**config.mk**
```make
export PLATFORM = sky130hd
export DESIGN_NAME = press_charge
export DESIGN_NICKNAME = d
export VERILOG_FILES = /design/src/rtl/press_charge.sv
export SDC_FILE = /design/constraint.sdc
export NUM_CORES = 1
export LEC_CHECK = 0
export BUFFER_PORTS_ARGS = -buffer_cell sky130_fd_sc_hd__buf_2
export CORE_MARGIN = 4
export CORE_UTILIZATION = 35
export CTS_CLUSTER_DIAMETER = 80
export DETAILED_ROUTE_END_ITERATION = 8
export HOLD_SLACK_MARGIN = 0.03
export PLACE_DENSITY = 0.56
export SYNTH_ARGS = -nofsm -noshare
export SYNTH_HDL_FRONTEND = slang
export SYNTH_SLANG_ARGS = --single-unit
```
**constraint.sdc**
```tcl
create_clock -name clk -period 3.2 [get_ports clk]
set_input_delay 0.48 -clock clk [delete_from_list [all_inputs] [get_ports clk]]
set_output_delay 0.48 -clock clk [all_outputs]
set_load 0.01 [all_outputs]
```
**src/rtl/press_charge.sv**
```systemverilog
// ============================================================================
// Module   : press_charge
// Purpose  : Jump-button front end. Synchronises and debounces the raw key,
//            charges a level on clock-divider strobes while the key is held,
//            and hands the charge to the jump stage as a valid/ready power
//            value on release.
// Revision : 1.0 - initial release
// ============================================================================
`default_nettype none

module press_charge #(
    parameter int DEBOUNCE_CYC = 1000000,
    parameter int CHARGE_W     = 8,
    parameter int CHARGE_MAX   = 255
) (
    input  logic                clk,
    input  logic                rst,
    input  logic                key_in,
    input  logic                en,
    input  logic                charge_tick,
    output logic [CHARGE_W-1:0] power,
    output logic                power_valid,
    input  logic                power_ready,
    output logic                charging,
    output logic [CHARGE_W-1:0] charge_level
);

    // The counter only needs to reach DEBOUNCE_CYC-1; the next differing
    // cycle is the DEBOUNCE_CYC-th one and flips the debounced key.
    localparam int                 CNT_W     = (DEBOUNCE_CYC > 1) ? $clog2(DEBOUNCE_CYC) : 1;
    localparam logic [CNT_W-1:0]   CNT_LAST  = CNT_W'(DEBOUNCE_CYC - 1);
    localparam logic [CHARGE_W-1:0] LEVEL_MAX = CHARGE_W'(CHARGE_MAX);

    typedef enum logic [1:0] {
        S_IDLE     = 2'd0,
        S_CHARGE   = 2'd1,
        S_HOLD     = 2'd2,
        S_WAIT_REL = 2'd3
    } state_t;

    logic                sync1_q;
    logic                sync2_q;
    logic [CNT_W-1:0]    cnt_q;
    logic                key_db_q;
    logic                key_db_prev_q;
    logic [1:0]          prime_q;
    logic                armed_q;
    state_t              state_q;
    logic [CHARGE_W-1:0] level_q;
    logic [CHARGE_W-1:0] level_d;
    logic [CHARGE_W-1:0] power_q;
    logic                power_valid_q;
    logic                key_rise;
    logic                key_fall;

    // Two-flop synchroniser for the asynchronous key input.
    always_ff @(posedge clk or negedge rst) begin
        if (!rst) begin
            sync1_q <= 1'b0;
            sync2_q <= 1'b0;
        end else begin
            sync1_q <= key_in;
            sync2_q <= sync1_q;
        end
    end

    // Debounce: accept a new level only after it has differed for a full run.
    always_ff @(posedge clk or negedge rst) begin
        if (!rst) begin
            cnt_q         <= '0;
            key_db_q      <= 1'b0;
            key_db_prev_q <= 1'b0;
        end else begin
            key_db_prev_q <= key_db_q;
            if (sync2_q == key_db_q) begin
                cnt_q <= '0;
            end else if (cnt_q == CNT_LAST) begin
                key_db_q <= sync2_q;
                cnt_q    <= '0;
            end else begin
                cnt_q <= cnt_q + 1'b1;
            end
        end
    end

    assign key_rise = key_db_q & ~key_db_prev_q;
    assign key_fall = ~key_db_q & key_db_prev_q;

    // Arming: a key held through reset must be seen released before it can
    // charge, so only arm once the primed synchroniser reports a low key.
    always_ff @(posedge clk or negedge rst) begin
        if (!rst) begin
            prime_q <= 2'd0;
            armed_q <= 1'b0;
        end else begin
            if (prime_q != 2'd2) begin
                prime_q <= prime_q + 2'd1;
            end
            if ((prime_q == 2'd2) && !sync2_q && !key_db_q) begin
                armed_q <= 1'b1;
            end
        end
    end

    // A tick coincident with release is counted before the level is latched.
    assign level_d = (charge_tick && (level_q < LEVEL_MAX)) ? level_q + 1'b1 : level_q;

    // Charge/handoff state machine with registered power outputs.
    always_ff @(posedge clk or negedge rst) begin
        if (!rst) begin
            state_q       <= S_IDLE;
            level_q       <= '0;
            power_q       <= '0;
            power_valid_q <= 1'b0;
        end else begin
            case (state_q)
                S_IDLE: begin
                    if (key_rise) begin
                        if (en && armed_q) begin
                            state_q <= S_CHARGE;
                            level_q <= '0;
                        end else begin
                            state_q <= S_WAIT_REL;
                        end
                    end
                end
                S_CHARGE: begin
                    if (!en) begin
                        level_q <= '0;
                        state_q <= key_db_q ? S_WAIT_REL : S_IDLE;
                    end else if (key_fall) begin
                        power_q <= level_d;
                        level_q <= level_d;
                        if (level_d != '0) begin
                            power_valid_q <= 1'b1;
                            state_q       <= S_HOLD;
                        end else begin
                            state_q <= S_IDLE;
                        end
                    end else begin
                        level_q <= level_d;
                    end
                end
                S_HOLD: begin
                    if (power_ready) begin
                        power_valid_q <= 1'b0;
                        level_q       <= '0;
                        state_q       <= key_db_q ? S_WAIT_REL : S_IDLE;
                    end
                end
                S_WAIT_REL: begin
                    if (!key_db_q) begin
                        state_q <= S_IDLE;
                    end
                end
                default: begin
                    state_q <= S_IDLE;
                end
            endcase
        end
    end

    assign power        = power_q;
    assign power_valid  = power_valid_q;
    assign charging     = (state_q == S_CHARGE);
    assign charge_level = level_q;

endmodule

`default_nettype wire

```
==> Yosys cells after proc, flatten, opt, wreduce, memory -nomap -nowiden <==
Index checks and enable logic that the tools add are counted.
{ "word_totals": {"reg_bits": 46, "input_bits": 6, "out_inout_bits": 18, "elab_cells": 72} }
{ "classes": {"add_sub_neg": 3, "magnitude_cmp": 1, "eq_ne": 15, "muxes": 22, "bitwise_logic": 5, "reduce_logical": 15} }
{ "op_table": {"columns": ["cell", "count"], "rows": [
  ["$mux W20", 2],
  ["$mux W8", 5],
  ["$pmux W8 S3", 1],
  ["$add A20 B1 Y20 const B", 1],
  ["$eq A20 B20 Y1 const B", 1],
  ["$mux W2", 8],
  ["$ne A2 B2 Y1 const B", 6],
  ["$add A8 B1 Y8 const B", 1],
  ["$lt A8 B8 Y1 const B", 1],
  ["$pmux W2 S4", 1],
  ["$reduce_and A4 Y1", 2],
  ["$reduce_bool A8 Y1", 1],
  ["$eq A2 B2 Y1 const B", 3],
  ["$reduce_and A5 Y1", 1],
  ["$logic_and A1 B1 Y1", 4],
  ["$mux W1", 4],
  ["$ne A2 B1 Y1 const B", 2],
  ["$ne A3 B2 Y1 const B", 1],
  ["$not A1 Y1", 3],
  ["$reduce_and A3 Y1", 1],
  ["$reduce_bool A3 Y1", 1],
  ["$add A2 B1 Y2 const B", 1],
  ["$and A1 B1 Y1", 2],
  ["$eq A2 B1 Y1 const B", 1],
  ["6 further kinds", 7]
]} }

==> Longest topological paths before layout <==
{ "logic_depth": {"word_depth": 8, "depth_mapped": 7, "depth_no_buf": 6} }

==> Least setup slack after synthesis <==
Ideal clock, no wire load.
{ "synth_path": {"kind": "register to register", "startpoint": "register level_q[0] (netlist: charge_level[0])", "endpoint": "register state_q[1]", "setup_time_ps": 133, "arrival_time_ps": 1747, "required_ps": 3067, "slack_ps": 1320, "path_stages_with_launch": 8, "n_path_buf": 1, "synth_period_minus_slack_ps": 1880, "cell_sequence": "dfrtp_1 ha_1 and4_1 buf_6 mux2_4 o32a_1 nor4_2 a21oi_1"} }
{ "synth_between": {"elab_chain_len": 8, "elab_cells_between_ends": 9, "classes_between": "add/sub (1); order compare (1); mux (5); reduce/logical (2)"} }
{ "synth_lines": {"columns": ["element", "line_no", "rtl"], "rows": [
  ["from (decl)", "49", "logic [CHARGE_W-1:0] level_q;"],
  ["from (signal assigned)", "133", "level_q <= level_d;"],
  ["from (signal assigned)", "141", "level_q <= level_d;"],
  ["$lt A8 B8 Y1", "106", "assign level_d = (charge_tick && (level_q < LEVEL_MAX)) ? level_q + 1'b1 : level_q;"],
  ["$logic_and A1 B1 Y1", "106", null],
  ["$mux W8 *", "106", null],
  ["$reduce_bool A8 Y1 *", "134", "if (level_d != '0) begin"],
  ["$mux W2 *", "134", null],
  ["$mux W2 *", "131", "end else if (key_fall) begin"],
  ["$mux W2 *", "128", "if (!en) begin"],
  ["$pmux W2 S4 *", "116", "case (state_q)"],
  ["to (signal assigned)", "130", "state_q <= key_db_q ? S_WAIT_REL : S_IDLE;"],
  ["to (signal assigned)", "148", "state_q <= key_db_q ? S_WAIT_REL : S_IDLE;"],
  ["to (decl)", "48", "state_t state_q;"]
]} }
Every way passes the cells marked *; elsewhere a longest branch is shown, timed or not. The select of a mux whose other input is x is not followed.
A chain may end at the register's enable or synchronous reset.

==> Worst setup path after layout <==
Same ends and word-level chain as after synthesis.

==> impl_results.md <==
- Crit path cell chain: ha_1, and4_1, mux2_4, o32a_1, nor4_2, a21oi_1
- Max Slew Vio Count: 0
- Most common flop cell mapped by yosys: dfrtp_1
- DR iter-0 viols: 77
- Clock Skew: about 0.014 ns
- Starting density of the core: 36.59%
- Area occupied by multi-input gates: 1255 um2
- Setup WS post-layout: 1.145 ns
- Seq/Total Area, Yosys: 45.79%
- Max stage delay on crit path: 0.47 ns
- Core area: 6869 um2
- Switching share of total power: 22.68%
- Critical Path Fanout Max: 8
- CTS resizes: 0
- Post-layout min period: roughly 2.1 ns
- Status: completed
- Worst Tran Pin Value: 1.012 ns
- Comb power frac: roughly 4.6%
- ANT cells: 0
- Critical Path Start Type: flop
- Setup_tns: 0 ns
- Unrepaired setup endpoints after global routing: no
- #FFs+latches synth: 46
- Die H: about 93 um
- Crit path DAT: 2.23 ns
- CP Buf/Inv Count: 0
- GP Congestion: between 0.8 and 0.9
- Critical Path Slowest Stage Cell: dfrtp_1
- Die width: ~90 um
- DR vias/cell: 4.911
- Die area: 8602 um2
- Power per cell area: 387.8 nW/um2
- Avg Cell Area, Syn: 9.414 um2
- I/O pin total: 24
- WS Path Type: reg -> reg
- Number of flops mapped to enable cells by yosys: 0
- Initial antenna violation count: 0
- Clock-pin slew on the worst setup and hold paths: 0.10 ns
- # rows: 30
- Global-route wire length before repair: 8521 um
- Slew headroom: around a third
- Asr flop ratio synth: 100.0%
- Crit end category: flop
- Vias in the first global route: 1735
- H-tree levels: 2
- PortBufs: 23
- Fin. Hold Viols: 0
- Root buffer cell: clkbuf_8
- Peak VDD IR: 0.2332 mV
- Required time at the worst-slack endpoint: 3.37 ns
- # nets final: between 200 and 300
- Global route overflow: 0
- Via Count: 1876
- Final setup vio count: 0
- Psw: between 200 and 250 uW
- Share of cells above drive strength 1: 15.38%
- Setup WS pre-CTS: between 1 and 1.5 ns
- Hold Crit Class: in -> reg
- Post-Syn Nets: 276
- First-pass detailed-route iteration total: 4
- Power share of the clock group: between 40 and 50%
- Synth unique cells: 50
- Clk Latency, worst-skew pair: about 0.3 ns
- Cell family with most CP delay: simple AND/OR/NAND/NOR gates
- Leakage: 0.001184 uW
- Post-CTS setup buffer count: 0
- CTS sink count: 46
- Clock Path Buffers: 2
- Drt total wl: a little under 5000 um
- Storage cell area: 1151 um2
- Int Pwr: 835.1 uW
- Post-CTS Hold Fix Bufs: 0
- Detailed placer's ending HPWL: approximately 3500 um
- Synth-to-layout area growth: 10.80%
- Post-synthesis cell area: 2514 um2
- Max Freq: 486.7 MHz
- CTS Buf Count: 5
- Final Cycle Share: 64.21%
- DRC: 0
- GRT Overall Usage: about an eighth
- TritonCTS clock tree: built
- Filler cells: 686
- # Max-Cap Violations: 0
- Wire per inst: 13.02 um
- Antenna Nets Post-Route: 0
- Sequential power share: 55.1%
- Post-Syn Instances: roughly 270
- Largest net degree at the start of global routing: 47
- YS warnings: 0
-- area by class of cell --
cell class                      count  area share (%)
Clock buffer                        6           2.606
Clock inverter                      2           1.348
Inverter                            7          0.9434
Multi-Input combinational cell    201           45.06
Sequential cell                    46           41.33
Tap cell                           96           4.313
Timing Repair Buffer               24           4.403
-- cells by family after synthesis --
kind of cell,count (synthesis),share of synthesized area (%)
AO/OA/AOI/OAI,50,12.69
buffers and inverters,20,4.281
adder cells (fa/ha/maj),3,1.493
AND/OR/NAND/NOR,121,25.88
flip-flops,46,45.79
multiplexers,4,1.842
XOR/XNOR,23,8.014
-- power groups by stage --
stage / clock network, uW / logic (uW) / registers [uW]
after global placement: 0 / 51.5 / 607
after floorplan: 0 / 33.9 / 602
after CTS: 448 / 51.4 / 595
final: 435 / 49.7 / 595
after global routing: 475 / 57.4 / 597
after detailed placement: 0 / 51.3 / 607
-- cells in the mapped netlist (4+ instances only) --
cell,n,share of area [%]
clkbuf_1,4,0.60
nand2b_1,6,1.5
buf_2,5,1.0
dfrtp_1,46,46
nand4_1,4,1.0
and2_1,5,1.2
o21ai_0,16,3.2
and3_1,6,1.5
xnor2_1,17,5.9
nor2_1,32,4.8
nand3_1,11,2.2
xor2_1,6,2.1
nor4_1,4,1.0
a21oi_1,15,3.0
inv_1,7,1.0
nand2_1,31,4.6
-- layer usage --
metal / share of wire [%] / track usage (%) / vias up / wire, um
li1: - / - / 959 / -
met3: 4.3 / 3.249 / 7 / 215
met1: 51 / 16.77 / 876 / 2520
met5: 0 / 0 / - / 0
met2: 44 / 18.49 / 34 / 2164
met4: 1.5 / 4.518 / 0 / 73
-- final timing paths --
path / startpoint / end / slack [ns] / depth (start not counted)
max: charge_level[0] / state_q[1] / 1.15 / 6
min: key_in / sync1_q / 0.29 / 1
max reg2reg: charge_level[0] / state_q[1] / 1.15 / 6
min reg2reg: sync1_q / sync2_q / 0.36 / 0
max in group asynchronous: rst / cnt_q[9] / 2.22 / 1
min in group asynchronous: rst / prime_q[0] / 0.34 / 1
-- metrics by stage --
| step | hold slack, ns | cells | total power, uW | area, um2 | utilization (%) |
|---|---|---|---|---|---|
| finish | 0.2863 | 382 | 1080 | 2785 | 40.55 |
| global route | 0.2706 | 382 | 1129 | 2785 | 40.55 |
| CTS | 0.2768 | 382 | 1094 | 2785 | 40.55 |
| detailed placement | 0.3365 | 374 | 658.5 | 2675 | 38.94 |
| global placement | 0.3330 | 374 | 658.2 | 2675 | 38.94 |
| floorplan | 0.1844 | 267 | 635.8 | 2514 | - |
-- flip-flops by register name (all words and copies together), names as in the netlist --
name,flops
power_valid,1
key_db_prev_q,1
sync2_q,1
key_db_q,1
power,8
cnt_q,20
prime_q,2
charge_level,8
state_q,2
sync1_q,1
armed_q,1
-- layout by cell type, fill, tap and decap left out, drive strengths merged, types with 7 or more instances in the layout --
master  netlist  final
nor2         32     32
xnor2        17     17
and3          7      7
nand3        13     13
dfrtp        46     46
a21oi        15     15
nand2        31     31
o21ai        20     20
inv           7      7
buf           9     24
Note: power is estimated with default switching activity, not from simulation.
